**src/rtl/calc_sequencer.sv**
```systemverilog
// Two-operand calculator sequencer: synchronized Enter, LOAD_A/LOAD_B/COMPUTE/SHOW FSM, shift-add multiply.
// Define CALC_SATURATE_EN to clamp overflowing results instead of wrapping them.
module calc_sequencer #(
  parameter int MUL_STEPS = 8
) (
  input  logic       clock,
  input  logic       Reset,
  input  logic [7:0] Switches,
  input  logic [1:0] Op,
  input  logic       Enter,
  output logic [7:0] EightBitNumber,
  output logic       Overflow,
  output logic       Busy,
  output logic [1:0] State
);

  localparam int CNT_W = $clog2(MUL_STEPS + 1);

  typedef enum logic [1:0] {
    LOAD_A  = 2'b00,
    LOAD_B  = 2'b01,
    COMPUTE = 2'b10,
    SHOW    = 2'b11
  } state_t;

  state_t           state_reg;
  logic [7:0]       a_reg, b_reg, num_reg;
  logic [1:0]       op_reg;
  logic             ovf_reg, busy_reg;
  logic [15:0]      acc_reg, mcand_reg;
  logic [7:0]       mplier_reg;
  logic [CNT_W-1:0] step_reg;
  logic             enter_meta_reg, enter_sync_reg, enter_prev_reg;

  logic       press;
  logic [7:0] abs_a, abs_sw;
  logic [8:0] a9, b9, sum9, diff9, neg9;
  logic [15:0] acc_next;
  logic       mul_neg, mul_ovf, mul_last, compute_done;
  logic [7:0] mul_lo, res_lo, res8;
  logic       res_ovf;

  assign press = enter_sync_reg & ~enter_prev_reg;

  // |-128| comes out as 8'h80, i.e. 128 unsigned, which is what the multiplier wants.
  assign abs_a  = a_reg[7]    ? (8'd0 - a_reg)    : a_reg;
  assign abs_sw = Switches[7] ? (8'd0 - Switches) : Switches;

  assign a9    = {a_reg[7], a_reg};
  assign b9    = {b_reg[7], b_reg};
  assign sum9  = a9 + b9;
  assign diff9 = a9 - b9;
  assign neg9  = 9'd0 - a9;

  assign acc_next = acc_reg + (mplier_reg[0] ? mcand_reg : 16'd0);
  assign mul_neg  = a_reg[7] ^ b_reg[7];
  assign mul_lo   = mul_neg ? (8'd0 - acc_next[7:0]) : acc_next[7:0];
  assign mul_ovf  = mul_neg ? (acc_next > 16'd128) : (acc_next > 16'd127);
  assign mul_last = (step_reg == CNT_W'(MUL_STEPS - 1));
  assign compute_done = (op_reg != 2'b10) || mul_last;

  always_comb begin
    res_lo  = sum9[7:0];
    res_ovf = sum9[8] ^ sum9[7];
    case (op_reg)
      2'b01: begin
        res_lo  = diff9[7:0];
        res_ovf = diff9[8] ^ diff9[7];
      end
      2'b10: begin
        res_lo  = mul_lo;
        res_ovf = mul_ovf;
      end
      2'b11: begin
        res_lo  = neg9[7:0];
        res_ovf = (a_reg == 8'h80);
      end
      default: ;
    endcase
  end

`ifdef CALC_SATURATE_EN
  logic res_neg;

  always_comb begin
    res_neg = sum9[8];
    case (op_reg)
      2'b01:   res_neg = diff9[8];
      2'b10:   res_neg = mul_neg;
      2'b11:   res_neg = neg9[8];
      default: ;
    endcase
    // Negating -128 keeps 0x80 on the display in both builds; only Overflow flags it.
    if (res_ovf && (op_reg != 2'b11))
      res8 = res_neg ? 8'h80 : 8'h7F;
    else
      res8 = res_lo;
  end
`else
  assign res8 = res_lo;
`endif

  always_ff @(posedge clock) begin
    if (Reset) begin
      state_reg      <= LOAD_A;
      a_reg          <= 8'd0;
      b_reg          <= 8'd0;
      op_reg         <= 2'b00;
      num_reg        <= 8'd0;
      ovf_reg        <= 1'b0;
      busy_reg       <= 1'b0;
      acc_reg        <= 16'd0;
      mcand_reg      <= 16'd0;
      mplier_reg     <= 8'd0;
      step_reg       <= '0;
      enter_meta_reg <= 1'b0;
      enter_sync_reg <= 1'b0;
      enter_prev_reg <= 1'b0;
    end else begin
      enter_meta_reg <= Enter;
      enter_sync_reg <= enter_meta_reg;
      enter_prev_reg <= enter_sync_reg;
      case (state_reg)
        LOAD_A: begin
          num_reg <= Switches;
          if (press) begin
            a_reg <= Switches;
            if (Op == 2'b11) begin
              op_reg    <= Op;
              busy_reg  <= 1'b1;
              state_reg <= COMPUTE;
            end else begin
              state_reg <= LOAD_B;
            end
          end
        end
        LOAD_B: begin
          num_reg <= Switches;
          if (press) begin
            b_reg      <= Switches;
            op_reg     <= Op;
            acc_reg    <= 16'd0;
            mcand_reg  <= {8'd0, abs_a};
            mplier_reg <= abs_sw;
            step_reg   <= '0;
            busy_reg   <= 1'b1;
            state_reg  <= COMPUTE;
          end
        end
        COMPUTE: begin
          // Presses land here and are simply dropped; num_reg holds the pre-compute value.
          if (compute_done) begin
            num_reg   <= res8;
            ovf_reg   <= res_ovf;
            busy_reg  <= 1'b0;
            state_reg <= SHOW;
          end else begin
            acc_reg    <= acc_next;
            mcand_reg  <= {mcand_reg[14:0], 1'b0};
            mplier_reg <= {1'b0, mplier_reg[7:1]};
            step_reg   <= step_reg + CNT_W'(1);
          end
        end
        SHOW: begin
          if (press) begin
            ovf_reg   <= 1'b0;
            a_reg     <= num_reg;
            state_reg <= LOAD_B;
          end
        end
        default: state_reg <= LOAD_A;
      endcase
    end
  end

  assign EightBitNumber = num_reg;
  assign Overflow       = ovf_reg;
  assign Busy           = busy_reg;
  assign State          = state_reg;

endmodule

```
**config.mk**
```make
export PLATFORM = sky130hd
export DESIGN_NAME = calc_sequencer
export DESIGN_NICKNAME = d
export VERILOG_FILES = /design/src/rtl/calc_sequencer.sv
export SDC_FILE = /design/constraint.sdc
export NUM_CORES = 1
export LEC_CHECK = 0
export ABC_AREA = 0
export CAP_MARGIN = 20
export CORE_MARGIN = 2
export CORE_UTILIZATION = 40
export CTS_CLUSTER_DIAMETER = 60
export CTS_CLUSTER_SIZE = 30
export DETAILED_ROUTE_END_ITERATION = 16
export GPL_TIMING_DRIVEN = 0
export PLACE_DENSITY_LB_ADDON = 0.3
export SYNTH_ARGS = -nofsm -noshare
export SYNTH_HDL_FRONTEND = slang
export SYNTH_SLANG_ARGS = --single-unit
```
**constraint.sdc**
```tcl
create_clock -name clock -period 3.09 [get_ports clock]
set_input_delay 0.7725 -clock clock [delete_from_list [all_inputs] [get_ports clock]]
set_output_delay 0.7725 -clock clock [all_outputs]
set_load 0.005 [all_outputs]
```
==> results of run 1 <==
-- through the flow --
stage	hold WS, ns	utilization	setup slack [ns]	cells	total power, uW
after global routing	0.4683	0.4905	-0.1095	934	4004
after detailed placement	0.4204	0.4445	-0.5163	906	2674
after global placement	0.4185	0.4445	-0.5264	906	2653
after floorplan	0.4138	-	0.06420	708	2170
final	0.4417	0.4905	0.01112	934	3769
after CTS	0.4462	0.4796	-0.09749	930	3707
-- worst paths after layout --
kind / endpoint / depth (start not counted) / start / slack, ns
hold reg to reg: enter_sync_reg / 1 / enter_meta_reg / 0.44
hold / removal: enter_sync_reg / 1 / enter_meta_reg / 0.44
setup reg to reg: Overflow / 12 / mplier_reg[0] / 0.01
setup / recovery: Overflow / 12 / mplier_reg[0] / 0.01
-- repair_timing --
item | CTS | global route
setup endpoints to repair | 8 | 6
gates cloned | 0 | 1
setup buffers | 8 | 7
resized for setup | 22 | 29
pin swaps | 8 | 23
-- kinds of logic (layout without fill, tap and decap cells) --
kind of cell / count (synthesis) / count (layout) / synth area share
flops: 77 / 77 / 0.2819
compound gates: 178 / 178 / 0.2123
mux: 23 / 23 / 0.04919
xor+xnor: 49 / 49 / 0.07847
simple gates: 260 / 260 / 0.2201
buf+inv: 77 / 127 / 0.05331
fa+ha+maj: 44 / 44 / 0.1048
-- cell usage after synthesis (4+ instances only) --
master / count / share of area
a211oi_1: 14 / 0.019
a21o_1: 6 / 0.0082
a21oi_1: 62 / 0.057
a22oi_1: 13 / 0.018
a31oi_1: 7 / 0.0080
and2_1: 15 / 0.017
buf_1: 4 / 0.0027
clkbuf_1: 39 / 0.027
dfxtp_1: 77 / 0.28
ha_1: 41 / 0.094
inv_1: 32 / 0.022
mux2i_1: 19 / 0.035
nand2_1: 81 / 0.056
nand2b_1: 9 / 0.010
nand3_1: 27 / 0.025
nor2_1: 74 / 0.051
nor2b_1: 11 / 0.013
nor3_1: 22 / 0.020
o211ai_1: 5 / 0.0069
o21ai_0: 30 / 0.027
o21bai_1: 5 / 0.0069
o31ai_1: 4 / 0.0055
xnor2_1: 29 / 0.046
xor2_1: 20 / 0.032
-- where the power goes --
| part | internal [uW] | switching, uW | total (uW) |
|---|---|---|---|
| clock | 591 | 421 | 1010 |
| sequential | 1130 | 130 | 1260 |
| combinational | 561 | 937 | 1500 |
-- layer usage --
layer | vias to the layer above | global-route usage
li1 | 2573 | -
met1 | 2496 | 0.3086
met2 | 180 | 0.3859
met3 | 26 | 0.03853
met4 | 0 | 0.07049
met5 | - | 0
-- final cells by class --
cell class                 count  area [um^2]  area share
multi-input combinational    554         3841      0.5890
timing repair buffer          38        337.8     0.05180
clock inverter                 4        30.03    0.004605
tap                          176        220.2     0.03377
buffer                        41        163.9     0.02513
inverter                      32        122.6     0.01880
clock buffer                  12        256.5     0.03933
sequential                    77         1549      0.2375
-- critical path, stage by stage (launching register included) --
cell	delay (ns)
dfxtp_4	0.37
buf_6	0.13
and2_4	0.14
ha_4	0.16
fa_2	0.39
a211oi_4	0.28
nor2_2	0.11
o41ai_4	0.30
o211ai_1	0.16
xnor2_1	0.19
a2111o_1	0.34
nor4b_4	0.30
o21ai_1	0.10
-- cell usage in the layout, fill, tap and decap left out, types with 4 or more instances in the layout --
cell type,count
nand2b_1,9
xnor2_1,28
buf_1,4
nand3_1,26
inv_1,30
nor2b_1,11
o31ai_1,4
a21oi_1,61
clkdlybuf4s50_1,22
a31oi_1,6
buf_4,15
nor3_1,21
o211ai_1,5
dfxtp_1,75
and2_1,13
ha_2,5
clkbuf_1,35
clkbuf_16,9
a211oi_1,12
o21ai_0,28
ha_1,34
o21bai_1,5
xor2_1,17
a21o_1,6
mux2i_1,19
nor2_1,72
a22oi_1,13
nand2_1,81
==> reports/results.md, run 1 <==
| Result | This run |
|---|---|
| Number of standard cells after synthesis | 708 |
| Count of flip-flops with a built-in enable after synthesis | 0 |
| Via density per instance | 5.648 |
| Highest routing layer actually used | met4 |
| Transition time at the pin with the least slew margin | 0.7422 ns |
| MaxCap Viol Count | 0 |
| Clock insertion delay at the later pin of the skew report | 0.34 ns |
| Weighted congestion at the end of routability-driven global placement | 0.9251 |
| Arrival time reported for the critical path endpoint | 3.30 ns |
| Final Setup Violations | 0 |
| TNS Setup | 0 ns |
| Clk slew on worst S/H paths | 0.06 ns |
| Post-Route M1 WL | 7.336 mm |
| All-layer global routing usage | 0.2323 |
| Yosys cell types | 58 |
| Detailed Route WL | 16.42 mm |
| Post-route DRC | 0 |
| Number of buffers on the longest clock path | 2 |
| Routed length per placed instance | 17.58 um |
| Estimated wirelength of the detail-placed design | 12.30 mm |
| HP Class | flip-flop to flip-flop |
| Port Buffer Count | 22 |
| Final Skew | 0.009810 ns |
| Worst EP required | 3.31 ns |
| Total CTS buffers | 9 |
| CTS tree | done |
| 1st-iter DRT viols | 481 |
| Starting utilization of the core area | 0.4113 |
| Final antenna-violating net count | 0 |
| Hold Vio Cnt, Final | 0 |
| Vias in the first global route | 5089 |
| Period Utilization, post-route | 0.9964 |
| Relative slew slack | 0.5010 |
| Master cell of the clock root buffer | clkbuf_16 |
| Chip Width | 120.9 um |
| Number of top-level pins | 25 |
| Fraction of the yosys area taken by sequential cells | 0.2819 |
| Maximum operating frequency | 0.3248 GHz |
| Vertical extent of the die | 120.9 um |
| Count of vias placed by the detailed router | 5275 |
| RSZ-0062 raised after global routing | true |
| Number of storage elements in the synthesis netlist | 77 |
| Wire length on met3 | 914 um |
| Sum of met2 wire segment lengths after detailed routing | 7.812 mm |
| Post-Syn Area | 5469 um^2 |
| Number of warnings issued by yosys | 0 |
| Fraction of final layout cells sized beyond drive strength 1 | 0.1029 |
| H-Tree Level Count | 3 |
| Final critical-path required period | 3.079 ns |
| Result of the run | complete, no violations |
| Fill cell instance count of the final layout | 1274 |
| Global-route congestion overflow total | 0 |
| Floorplan die area | 14620 um^2 |
| Total power density per cell area | 578.0 nW/um^2 |
| Detailed-router iteration count before antenna repair | 5 |
| Antenna fix cells | 0 |
| Wire length of the first global-routing pass | 26.43 mm |
| Maximum number of pins on one net before global-route repair | 14 |
| Post-Layout Inst Area | 6521 um^2 |
| Initial antenna violation count | 0 |
| Total count of max-transition violations in the final report | 0 |
| Sinks on the clock net | 77 |
| Share of synthesized registers carrying an async set or reset | 0 |
| Net total in the final layout | 810 |
| Leakage Power | 0.002412 uW |
| Area of placed instances | 5909 um^2 |
| Post-Synthesis Mean Instance Area | 7.725 um^2 |
| Placement Rows | 42 |
| Area added between synthesis and finish | 19.24% |
| Core Region | 13300 um^2 |
| Worst setup path category | flip-flop to flip-flop |
| Sort of element at the start of the critical path | flip-flop |
| Kind of end point of the critical path | flip-flop |
| Number of buffers inserted by hold repair at cts | 0 |
| Maximum fanout encountered on the critical timing path | 7 |
| Top_reg_cell synth | dfxtp_1 |
| Maximum vdd drop | 0.4570 mV |
| Post-Syn Nets | 765 |
No activity file was read; power rests on OpenSTA's default activity.
==> run 2, diff against run 1 <==
--- a/config.mk
+++ b/config.mk
@@ -10,7 +10,7 @@
 export CORE_MARGIN = 2
 export CORE_UTILIZATION = 40
 export CTS_CLUSTER_DIAMETER = 60
-export CTS_CLUSTER_SIZE = 30
+export CTS_CLUSTER_SIZE = 20
 export DETAILED_ROUTE_END_ITERATION = 16
 export GPL_TIMING_DRIVEN = 0
 export PLACE_DENSITY_LB_ADDON = 0.3
==> results of run 2 <==
No change in the layout: final DEF, timing and power equal those of run 1.
==> run 3, diff against run 2 <==
--- a/config.mk
+++ b/config.mk
@@ -6,7 +6,6 @@
 export NUM_CORES = 1
 export LEC_CHECK = 0
 export ABC_AREA = 0
-export CAP_MARGIN = 20
 export CORE_MARGIN = 2
 export CORE_UTILIZATION = 40
 export CTS_CLUSTER_DIAMETER = 60
==> results of run 3 <==
No change in the layout: final DEF, timing and power equal those of run 1.
